===== src/rtl/pipelined_controller.sv =====
`default_nettype none
// ============================================================================
// Module   : pipelined_controller
// Purpose  : ID/EXE control-word register with bubble insertion, multi-cycle
//            MUL sequencing (CTRL_MULTICYCLE_MUL_EN) and illegal-opcode count.
// Revision : 1.0  initial release
// ============================================================================
module pipelined_controller #(
  parameter int OP_CODE_LEN = 6,
  parameter int EXE_CMD_LEN = 4,
  parameter int MUL_CYCLES  = 4,
  parameter int ILL_CNT_W   = 8
) (
  input  logic                   clk,
  input  logic                   rst,
  input  logic [OP_CODE_LEN-1:0] opCode,
  input  logic                   valid_in,
  input  logic                   hazard_detected,
  input  logic                   flush,
  output logic [EXE_CMD_LEN-1:0] EXE_CMD,
  output logic [1:0]             Branch_command,
  output logic                   branchEn,
  output logic                   Is_Imm,
  output logic                   ST_or_BNE,
  output logic                   WB_EN,
  output logic                   MEM_R_EN,
  output logic                   MEM_W_EN,
  output logic                   Is_Comp,
  output logic                   MOV_EN,
  output logic                   Is_Mul,
  output logic                   is_jump,
  output logic                   mul_stall,
  output logic                   mul_done,
  output logic                   illegal_op,
  output logic [ILL_CNT_W-1:0]   illegal_cnt
);

  localparam logic [OP_CODE_LEN-1:0] OP_ADD  = OP_CODE_LEN'(1);
  localparam logic [OP_CODE_LEN-1:0] OP_SUB  = OP_CODE_LEN'(3);
  localparam logic [OP_CODE_LEN-1:0] OP_AND  = OP_CODE_LEN'(5);
  localparam logic [OP_CODE_LEN-1:0] OP_SLL  = OP_CODE_LEN'(10);
  localparam logic [OP_CODE_LEN-1:0] OP_MUL  = OP_CODE_LEN'(13);
  localparam logic [OP_CODE_LEN-1:0] OP_COMP = OP_CODE_LEN'(14);
  localparam logic [OP_CODE_LEN-1:0] OP_MOV  = OP_CODE_LEN'(15);
  localparam logic [OP_CODE_LEN-1:0] OP_ADDI = OP_CODE_LEN'(32);
  localparam logic [OP_CODE_LEN-1:0] OP_LD   = OP_CODE_LEN'(36);
  localparam logic [OP_CODE_LEN-1:0] OP_ST   = OP_CODE_LEN'(37);
  localparam logic [OP_CODE_LEN-1:0] OP_BNE  = OP_CODE_LEN'(41);
  localparam logic [OP_CODE_LEN-1:0] OP_JMP  = OP_CODE_LEN'(42);

  localparam logic [EXE_CMD_LEN-1:0] EXE_ADD          = EXE_CMD_LEN'(1);
  localparam logic [EXE_CMD_LEN-1:0] EXE_SUB          = EXE_CMD_LEN'(2);
  localparam logic [EXE_CMD_LEN-1:0] EXE_AND          = EXE_CMD_LEN'(3);
  localparam logic [EXE_CMD_LEN-1:0] EXE_SLL          = EXE_CMD_LEN'(4);
  localparam logic [EXE_CMD_LEN-1:0] EXE_MUL          = EXE_CMD_LEN'(5);
  localparam logic [EXE_CMD_LEN-1:0] EXE_NO_OPERATION = EXE_CMD_LEN'(15);

  localparam logic [1:0] COND_BNE  = 2'd2;
  localparam logic [1:0] COND_JUMP = 2'd3;

  if (MUL_CYCLES < 2 || MUL_CYCLES > 16) begin : g_mul_cycles_check
    $error("pipelined_controller: MUL_CYCLES must be within 2..16");
  end

  typedef struct packed {
    logic [EXE_CMD_LEN-1:0] exe_cmd;
    logic [1:0]             br_cmd;
    logic                   branch_en;
    logic                   is_imm;
    logic                   st_or_bne;
    logic                   wb_en;
    logic                   mem_r_en;
    logic                   mem_w_en;
    logic                   is_comp;
    logic                   mov_en;
    logic                   is_mul;
    logic                   is_jump;
  } ctrl_word_t;

  ctrl_word_t             dec_word;
  logic                   dec_illegal;
  ctrl_word_t             word_q, word_d;
  logic                   illegal_op_q, illegal_op_d;
  logic [ILL_CNT_W-1:0]   illegal_cnt_q, illegal_cnt_d;
  logic                   busy;
  logic                   pending_flush;
  logic                   accept;

  always_comb begin
    dec_word    = '0;
    dec_illegal = 1'b0;
    case (opCode)
      OP_ADD:  begin dec_word.exe_cmd = EXE_ADD; dec_word.wb_en = 1'b1; end
      OP_SUB:  begin dec_word.exe_cmd = EXE_SUB; dec_word.wb_en = 1'b1; end
      OP_AND:  begin dec_word.exe_cmd = EXE_AND; dec_word.wb_en = 1'b1; end
      OP_SLL:  begin dec_word.exe_cmd = EXE_SLL; dec_word.wb_en = 1'b1; end
      OP_MUL: begin
        dec_word.exe_cmd = EXE_MUL;
        dec_word.wb_en   = 1'b1;
        dec_word.is_mul  = 1'b1;
      end
      OP_COMP: begin
        dec_word.exe_cmd = EXE_SUB;
        dec_word.wb_en   = 1'b1;
        dec_word.is_comp = 1'b1;
      end
      OP_ADDI: begin
        dec_word.exe_cmd = EXE_ADD;
        dec_word.wb_en   = 1'b1;
        dec_word.is_imm  = 1'b1;
      end
      OP_MOV: begin
        dec_word.exe_cmd = EXE_NO_OPERATION;
        dec_word.is_imm  = 1'b1;
        dec_word.mov_en  = 1'b1;
      end
      OP_LD: begin
        dec_word.exe_cmd   = EXE_ADD;
        dec_word.wb_en     = 1'b1;
        dec_word.is_imm    = 1'b1;
        dec_word.st_or_bne = 1'b1;
        dec_word.mem_r_en  = 1'b1;
      end
      OP_ST: begin
        dec_word.exe_cmd   = EXE_ADD;
        dec_word.is_imm    = 1'b1;
        dec_word.st_or_bne = 1'b1;
        dec_word.mem_w_en  = 1'b1;
      end
      OP_BNE: begin
        dec_word.exe_cmd   = EXE_NO_OPERATION;
        dec_word.is_imm    = 1'b1;
        dec_word.br_cmd    = COND_BNE;
        dec_word.branch_en = 1'b1;
        dec_word.st_or_bne = 1'b1;
      end
      OP_JMP: begin
        dec_word.exe_cmd   = EXE_NO_OPERATION;
        dec_word.is_imm    = 1'b1;
        dec_word.br_cmd    = COND_JUMP;
        dec_word.branch_en = 1'b1;
        dec_word.is_jump   = 1'b1;
      end
      default: dec_illegal = 1'b1;
    endcase
  end

  // Only a decoded word that survives every bubble source is "accepted".
  assign accept = !busy && valid_in && !flush && !hazard_detected && !pending_flush;

`ifdef CTRL_MULTICYCLE_MUL_EN
  localparam int               CNT_W    = $clog2(MUL_CYCLES);
  localparam logic [CNT_W-1:0] MUL_LOAD = CNT_W'(MUL_CYCLES - 1);

  typedef enum logic [0:0] {
    ST_IDLE     = 1'b0,
    ST_MUL_BUSY = 1'b1
  } state_t;

  state_t           state_q, state_d;
  logic [CNT_W-1:0] mul_cnt_q, mul_cnt_d;
  logic             pending_flush_q, pending_flush_d;

  always_ff @(posedge clk) begin
    if (rst) begin
      state_q         <= ST_IDLE;
      mul_cnt_q       <= '0;
      pending_flush_q <= 1'b0;
    end else begin
      state_q         <= state_d;
      mul_cnt_q       <= mul_cnt_d;
      pending_flush_q <= pending_flush_d;
    end
  end

  always_comb begin
    state_d         = state_q;
    mul_cnt_d       = mul_cnt_q;
    pending_flush_d = pending_flush_q;
    case (state_q)
      ST_IDLE: begin
        pending_flush_d = 1'b0;
        if (accept && dec_word.is_mul) begin
          state_d   = ST_MUL_BUSY;
          mul_cnt_d = MUL_LOAD;
        end
      end
      ST_MUL_BUSY: begin
        // A branch resolving under the MUL must still kill the next ID slot.
        if (flush) pending_flush_d = 1'b1;
        mul_cnt_d = mul_cnt_q - CNT_W'(1);
        if (mul_cnt_q == CNT_W'(1)) state_d = ST_IDLE;
      end
      default: state_d = ST_IDLE;
    endcase
  end

  assign busy          = (state_q == ST_MUL_BUSY);
  assign pending_flush = pending_flush_q;
  assign mul_stall     = busy;
  assign mul_done      = busy && (mul_cnt_q == CNT_W'(1));
`else
  assign busy          = 1'b0;
  assign pending_flush = 1'b0;
  assign mul_stall     = 1'b0;
  assign mul_done      = 1'b0;
`endif

  always_comb begin
    word_d        = word_q;
    illegal_op_d  = 1'b0;
    illegal_cnt_d = illegal_cnt_q;
    if (!busy) begin
      word_d = '0;
      if (accept) begin
        word_d       = dec_word;
        illegal_op_d = dec_illegal;
        if (dec_illegal && (illegal_cnt_q != '1)) begin
          illegal_cnt_d = illegal_cnt_q + ILL_CNT_W'(1);
        end
      end
    end
  end

  always_ff @(posedge clk) begin
    if (rst) begin
      word_q        <= '0;
      illegal_op_q  <= 1'b0;
      illegal_cnt_q <= '0;
    end else begin
      word_q        <= word_d;
      illegal_op_q  <= illegal_op_d;
      illegal_cnt_q <= illegal_cnt_d;
    end
  end

  assign EXE_CMD        = word_q.exe_cmd;
  assign Branch_command = word_q.br_cmd;
  assign branchEn       = word_q.branch_en;
  assign Is_Imm         = word_q.is_imm;
  assign ST_or_BNE      = word_q.st_or_bne;
  assign WB_EN          = word_q.wb_en;
  assign MEM_R_EN       = word_q.mem_r_en;
  assign MEM_W_EN       = word_q.mem_w_en;
  assign Is_Comp        = word_q.is_comp;
  assign MOV_EN         = word_q.mov_en;
  assign Is_Mul         = word_q.is_mul;
  assign is_jump        = word_q.is_jump;
  assign illegal_op     = illegal_op_q;
  assign illegal_cnt    = illegal_cnt_q;

endmodule
`default_nettype wire


===== config.mk =====
export PLATFORM = sky130hd
export DESIGN_NAME = pipelined_controller
export DESIGN_NICKNAME = d
export VERILOG_FILES = /design/src/rtl/pipelined_controller.sv
export SDC_FILE = /design/constraint.sdc
export NUM_CORES = 1
export LEC_CHECK = 0
export ABC_CLOCK_PERIOD_IN_PS = 3200
export CORE_MARGIN = 2
export CORE_UTILIZATION = 35
export DETAILED_ROUTE_END_ITERATION = 12
export HOLD_SLACK_MARGIN = 0.1
export PLACE_DENSITY = 0.71
export SLEW_MARGIN = 20
export SYNTH_ARGS = -nofsm -noshare
export SYNTH_HDL_FRONTEND = slang
export SYNTH_SLANG_ARGS = --single-unit

===== constraint.sdc =====
create_clock -name clk -period 3.2 [get_ports clk]
set_input_delay 0.96 -clock clk [delete_from_list [all_inputs] [get_ports clk]]
set_output_delay 0.96 -clock clk [all_outputs]
set_load 0.01 [all_outputs]

**Word level (Yosys, flattened, before mapping)**

Cells that the tools add are included.

- Register bits: 25
- Input port bits: 11
- Logic and storage cells: 55

- Add/subtract/negate cells: 1
- Equal/unequal tests: 13
- Muxes and demuxes: 12
- Bitwise logic cells: 1
- Reductions and logical operators: 14

Operators with widths:

| kind | number |
|---|---|
| == test 6 bit, second input constant | 5 |
| == test 6 x 4 -> 1 bit, second input constant | 4 |
| case mux 4 bit (6 select lines) | 1 |
| OR reduction 12 bit | 1 |
| two-way mux 1 bit | 10 |
| adder 8 x 1 -> 8 bit, second input constant | 1 |
| != test 8 bit, second input constant | 1 |
| OR reduction 8 bit | 1 |
| == test 6 x 1 -> 1 bit, second input constant | 1 |
| == test 6 x 2 -> 1 bit, second input constant | 1 |
| == test 6 x 3 -> 1 bit, second input constant | 1 |
| case mux 3 bit (2 select lines) | 1 |
| OR reduction 3 bit | 2 |
| OR reduction 6 bit | 1 |
| OR reduction 2 bit | 2 |
| OR reduction 4 bit | 1 |
| logical AND 1 bit | 3 |
| logical NOT 1 bit | 2 |
| AND reduction 2 bit | 1 |
| NOT 1 bit | 1 |

**Logic depth before layout (Yosys ltp)**

Gate-level depths: netlist of the first run.

- Word-level depth: 5
- Mapped depth: 7
- Depth with buffers taken out: 6

**Worst setup path before layout of the first run**

OpenSTA, ideal clock, no wires.

- Path type: input to register
- Start point: in opCode[1]
- End point: reg illegal_cnt_q[4], in the netlist illegal_cnt[4]
- Library setup time: 123 ps
- Data arrival time: 2,115 ps
- Slack: 962 ps
- Cell stages on the path: 5
- Cells stage by stage: nand2b_1 -> o32a_1 -> a31oi_2 -> nor3_1 -> mux2_1

- Cells in the longest elaborated chain, start to end: 5
- Elaborated cells between the ends (all ways): 16

RTL lines:

| item | line | RTL |
|---|---|---|
| start, declared | 16 | `input logic [OP_CODE_LEN-1:0] opCode,` |
| == test 6 bit, or another cell as far along | 92 | `case (opCode)` |
| OR reduction 12 bit (no line) * | -- |  |
| two-way mux 1 bit * | 92 |  |
| logical AND 1 bit * | 218 | `if (dec_illegal && (illegal_cnt_q != '1)) begin` |
| AND reduction 2 bit (no line) * | -- |  |
| end signal, assigned | 233 | `illegal_cnt_q <= illegal_cnt_d;` |
| end, declared | 84 | `logic [ILL_CNT_W-1:0] illegal_cnt_q, illegal_cnt_d;` |

Mark *: on every way between the ends. The rest lies on a longest branch, timed or not.
A chain may end at the register's enable or synchronous reset.

**Worst setup path after layout of the first run**

- Start point: in opCode[2]
- End point: reg illegal_cnt_q[4], in the netlist illegal_cnt[4]

Same word-level chain as after synthesis.

==> out/results.tsv, run 1 <==
stage	metric	value	unit
timing	clk_skew	0.000457	ns
die	Die ar.	3760	um2
final_layout	Final #Nets	184	
detailed_routing	vias per cell	5.32	
logic_synthesis	sequential area share after synthesis	40.0	%
worst_setup_path	CP Cell Sequence	clkdlybuf4s50_1, mux2_1, o32a_1, a31oi_2, nor3_1, mux2_1	
clock_tree	CTS tree	done	
logic_synthesis	synthesized cell area	1150	um2
placement	IO Port Bufs	35	
detailed_routing	drt total wl	2.72	mm
final_layout	fin util	50.6	%
worst_setup_path	reg2reg start	illegal_cnt[0]	
clock_tree	H-Tree Level Count	1	
logic_synthesis	asr flop ratio synth	0	%
power	Cell Pwr Density	318	nW/um2
logic_synthesis	Synth top area share	40.0	%
detailed_routing	routed via count	1144	
power	Overall Power	0.500	mW
timing	post-layout min period	2.82	ns
detailed_routing	antenna viol nets, final	0	
logic_synthesis	top cells by count, synth	dfxtp_1, nor2_1, a21oi_1, nand2_1, o21ai_0	
placement	HPWL Detailed	2.08	mm
clock_tree	post-CTS resize count	0	
placement	Place WS	0.0664	ns
timing	Slew Viols, Final	0	
worst_setup_path	most frequent CP cell	mux2_1	
detailed_routing	Avg WL per Cell	12.7	um
final_layout	layout cells sized above 1	9.36	%
logic_synthesis	Netlist cell types	42	
power	VDD IR-drop max	143	uV
logic_synthesis	Yosys reg bits	23	
timing	final critical-path share of the clock period	88.2	%
timing	Max-slew headroom	66.7	%
grt	largest net degree at the start of global routing	14	
die	Site Rows	20	
logic_synthesis	synth warn	0	
grt	GRT Resource Usage Total	14.9	%
detailed_routing	drt pass-1 iters	4	
clock_tree	Worst-path clk slew	0.13	ns
grt	vias in the first global route	970	
final_layout	Area growth syn-to-layout	36.5	%
timing	Fmax	354	MHz
grt	first-pass GRT wire length	4.24	mm
worst_setup_path	CP peak stage delay	0.70	ns
worst_setup_path	Worst Setup SP	opCode[2]	
timing	Final Hold Viols	0	
grt	initial antenna violation count	0	
logic_synthesis	Yosys top cell by area	dfxtp_1	
worst_setup_path	Slowest-stage cell, CP	clkdlybuf4s50_1	
worst_setup_path	Startpoint Class	primary input	
worst_setup_path	Critical Path Fanout Max	12	
clock_tree	TritonCTS Buffers	3	
die	core area	3100	um2
hold_path	worst hold path type	reg -> reg	
die	# IOs	38	
outcome	status	finished, final reports clean	
timing	slew of the pin with the lowest slew margin	0.498	ns
placement	Routability Congestion	0.835	
power	P_leak	0.565	nW
detailed_routing	drt initial violations	22	
logic_synthesis	Post-Synthesis Cells	135	
die	die width	61.4	um
logic_synthesis	Mean Syn Cell Area	8.53	um2
clock_tree	# hold bufs at CTS	0	
timing	final worst setup slack	0.377	ns
clock_tree	clock tree buffer depth	2	
worst_setup_path	crit path DAT	3.04	ns
logic_synthesis	Post-synth EDFFs	0	
die	Die Y	61.4	um
clock_tree	clock sinks	23	
clock_tree	Post-CTS Setup Inserts	0	
clock_tree	root buffer selected by CTS	clkbuf_4	
timing	setup_tns	0	ns
logic_synthesis	main flop type after synthesis	dfxtp_1	
logic_synthesis	top-count cell post-synth	dfxtp_1	
final_layout	ANT cells	0	
worst_setup_path	critical path class	in -> reg	
die	Starting Density	37.1	%
timing	RSZ-0062 raised after global routing	false	
worst_setup_path	crit end category	flip-flop	
hold_path	hold wc startpoint	illegal_cnt[6]	
detailed_routing	Residual DRC	0	
timing	final hold slack	0.515	ns
flow_run	Max-Cap Viols	0	
logic_synthesis	top cells by area in the synthesized netlist	dfxtp_1, a21oi_1, nor2_1	
grt	grt ovf	0	
worst_setup_path	WP data required	3.41	ns
timing	Setup-failing EPs final	0	
clock_tree	Clk Latency, worst-skew pair	0.31	ns
## critical path, delay by kind of cell
kind / cells / cell delay (ns)
buffers and inverters: 1 / 0.70
multiplexers: 2 / 0.69
AO/OA/AOI/OAI: 2 / 0.54
AND/OR/NAND/NOR: 1 / 0.13
## per-stage QoR
step,instance area [um2],cells
detailed placement,1540,211
floorplan,1150,136
global route,1570,215
CTS,1570,215
global placement,1540,211
finish,1570,215
## layout make-up
cell class | instances | area (um2)
clock buffer | 3 | 22.5
clock inverter | 1 | 5.00
fill | 325 | 1530
inverter | 2 | 7.51
multi-input combinational | 100 | 618
sequential | 23 | 460
tap | 44 | 55.1
timing repair buffer | 42 | 403
## sequential cells by signal, indices dropped and copies added (netlist names)
name and count:
EXE_CMD 4, Is_Comp 1, Is_Imm 1, Is_Mul 1
MEM_R_EN 1, MEM_W_EN 1, MOV_EN 1, ST_or_BNE 1
WB_EN 1, branchEn 1, illegal_cnt 8, illegal_op 1
is_jump 1
## worst paths after layout
| kind | end | slack, ns | depth (start not counted) |
|---|---|---|---|
| worst max-delay path | illegal_cnt[4] | 0.38 | 6 |
| worst min-delay path | illegal_cnt[6] | 0.51 | 2 |
| worst max register to register | illegal_cnt[2] | 1.46 | 6 |
| worst min register to register | illegal_cnt[6] | 0.51 | 2 |
## layout by cell type, fill, tap and decap left out, types with 3 or more instances in the layout
| master | count |
|---|---|
| a21oi_1 | 9 |
| and3_1 | 4 |
| buf_4 | 7 |
| clkbuf_4 | 3 |
| clkdlybuf4s50_1 | 35 |
| dfxtp_1 | 23 |
| mux2_1 | 3 |
| nand2_1 | 9 |
| nand2b_1 | 5 |
| nand3_1 | 5 |
| nor2_1 | 11 |
| nor2b_1 | 3 |
| nor3_1 | 5 |
| nor3b_1 | 3 |
| o21ai_0 | 6 |
| or3_1 | 3 |
## report_power, final
group / internal, mW / switching, mW
clock: 0.0467 / 0.0877
sequential: 0.288 / 0.000990
combinational: 0.0357 / 0.0410
total: 0.370 / 0.130
## routing by layer
layer  track usage [%]  vias up  part of all wire [%]  routed length, um
li1                  -      557                     -                  -
met1              20.0      523                    44               1200
met2              23.9       57                    48               1300
met3              1.68        7                   6.3                171
met4              7.60        0                   1.9                 51
met5                 0        -                     0                  0
## logic make-up (layout without fill, tap and decap cells)
| logic type | Yosys count | after routing | synth area share (%) |
|---|---|---|---|
| flip-flops | 23 | 23 | 40.0 |
| other | 1 | 2 | 0.326 |
| buffers and inverters | 13 | 48 | 6.63 |
| multiplexers | 4 | 4 | 3.91 |
| AO/OA/AOI/OAI | 32 | 32 | 18.8 |
| AND/OR/NAND/NOR | 61 | 61 | 29.2 |
| adder cells (fa/ha/maj) | 1 | 1 | 1.09 |
No activity file was read; power rests on OpenSTA's default activity.
==> run 2: changes to the inputs <==
--- a/config.mk
+++ b/config.mk
@@ -6,6 +6,7 @@
 export NUM_CORES = 1
 export LEC_CHECK = 0
 export ABC_CLOCK_PERIOD_IN_PS = 3200
+export CAP_MARGIN = 0
 export CORE_MARGIN = 2
 export CORE_UTILIZATION = 35
 export DETAILED_ROUTE_END_ITERATION = 12
==> results of run 2 <==
Same layout as run 1: the final DEF is identical, and so are final timing and power.
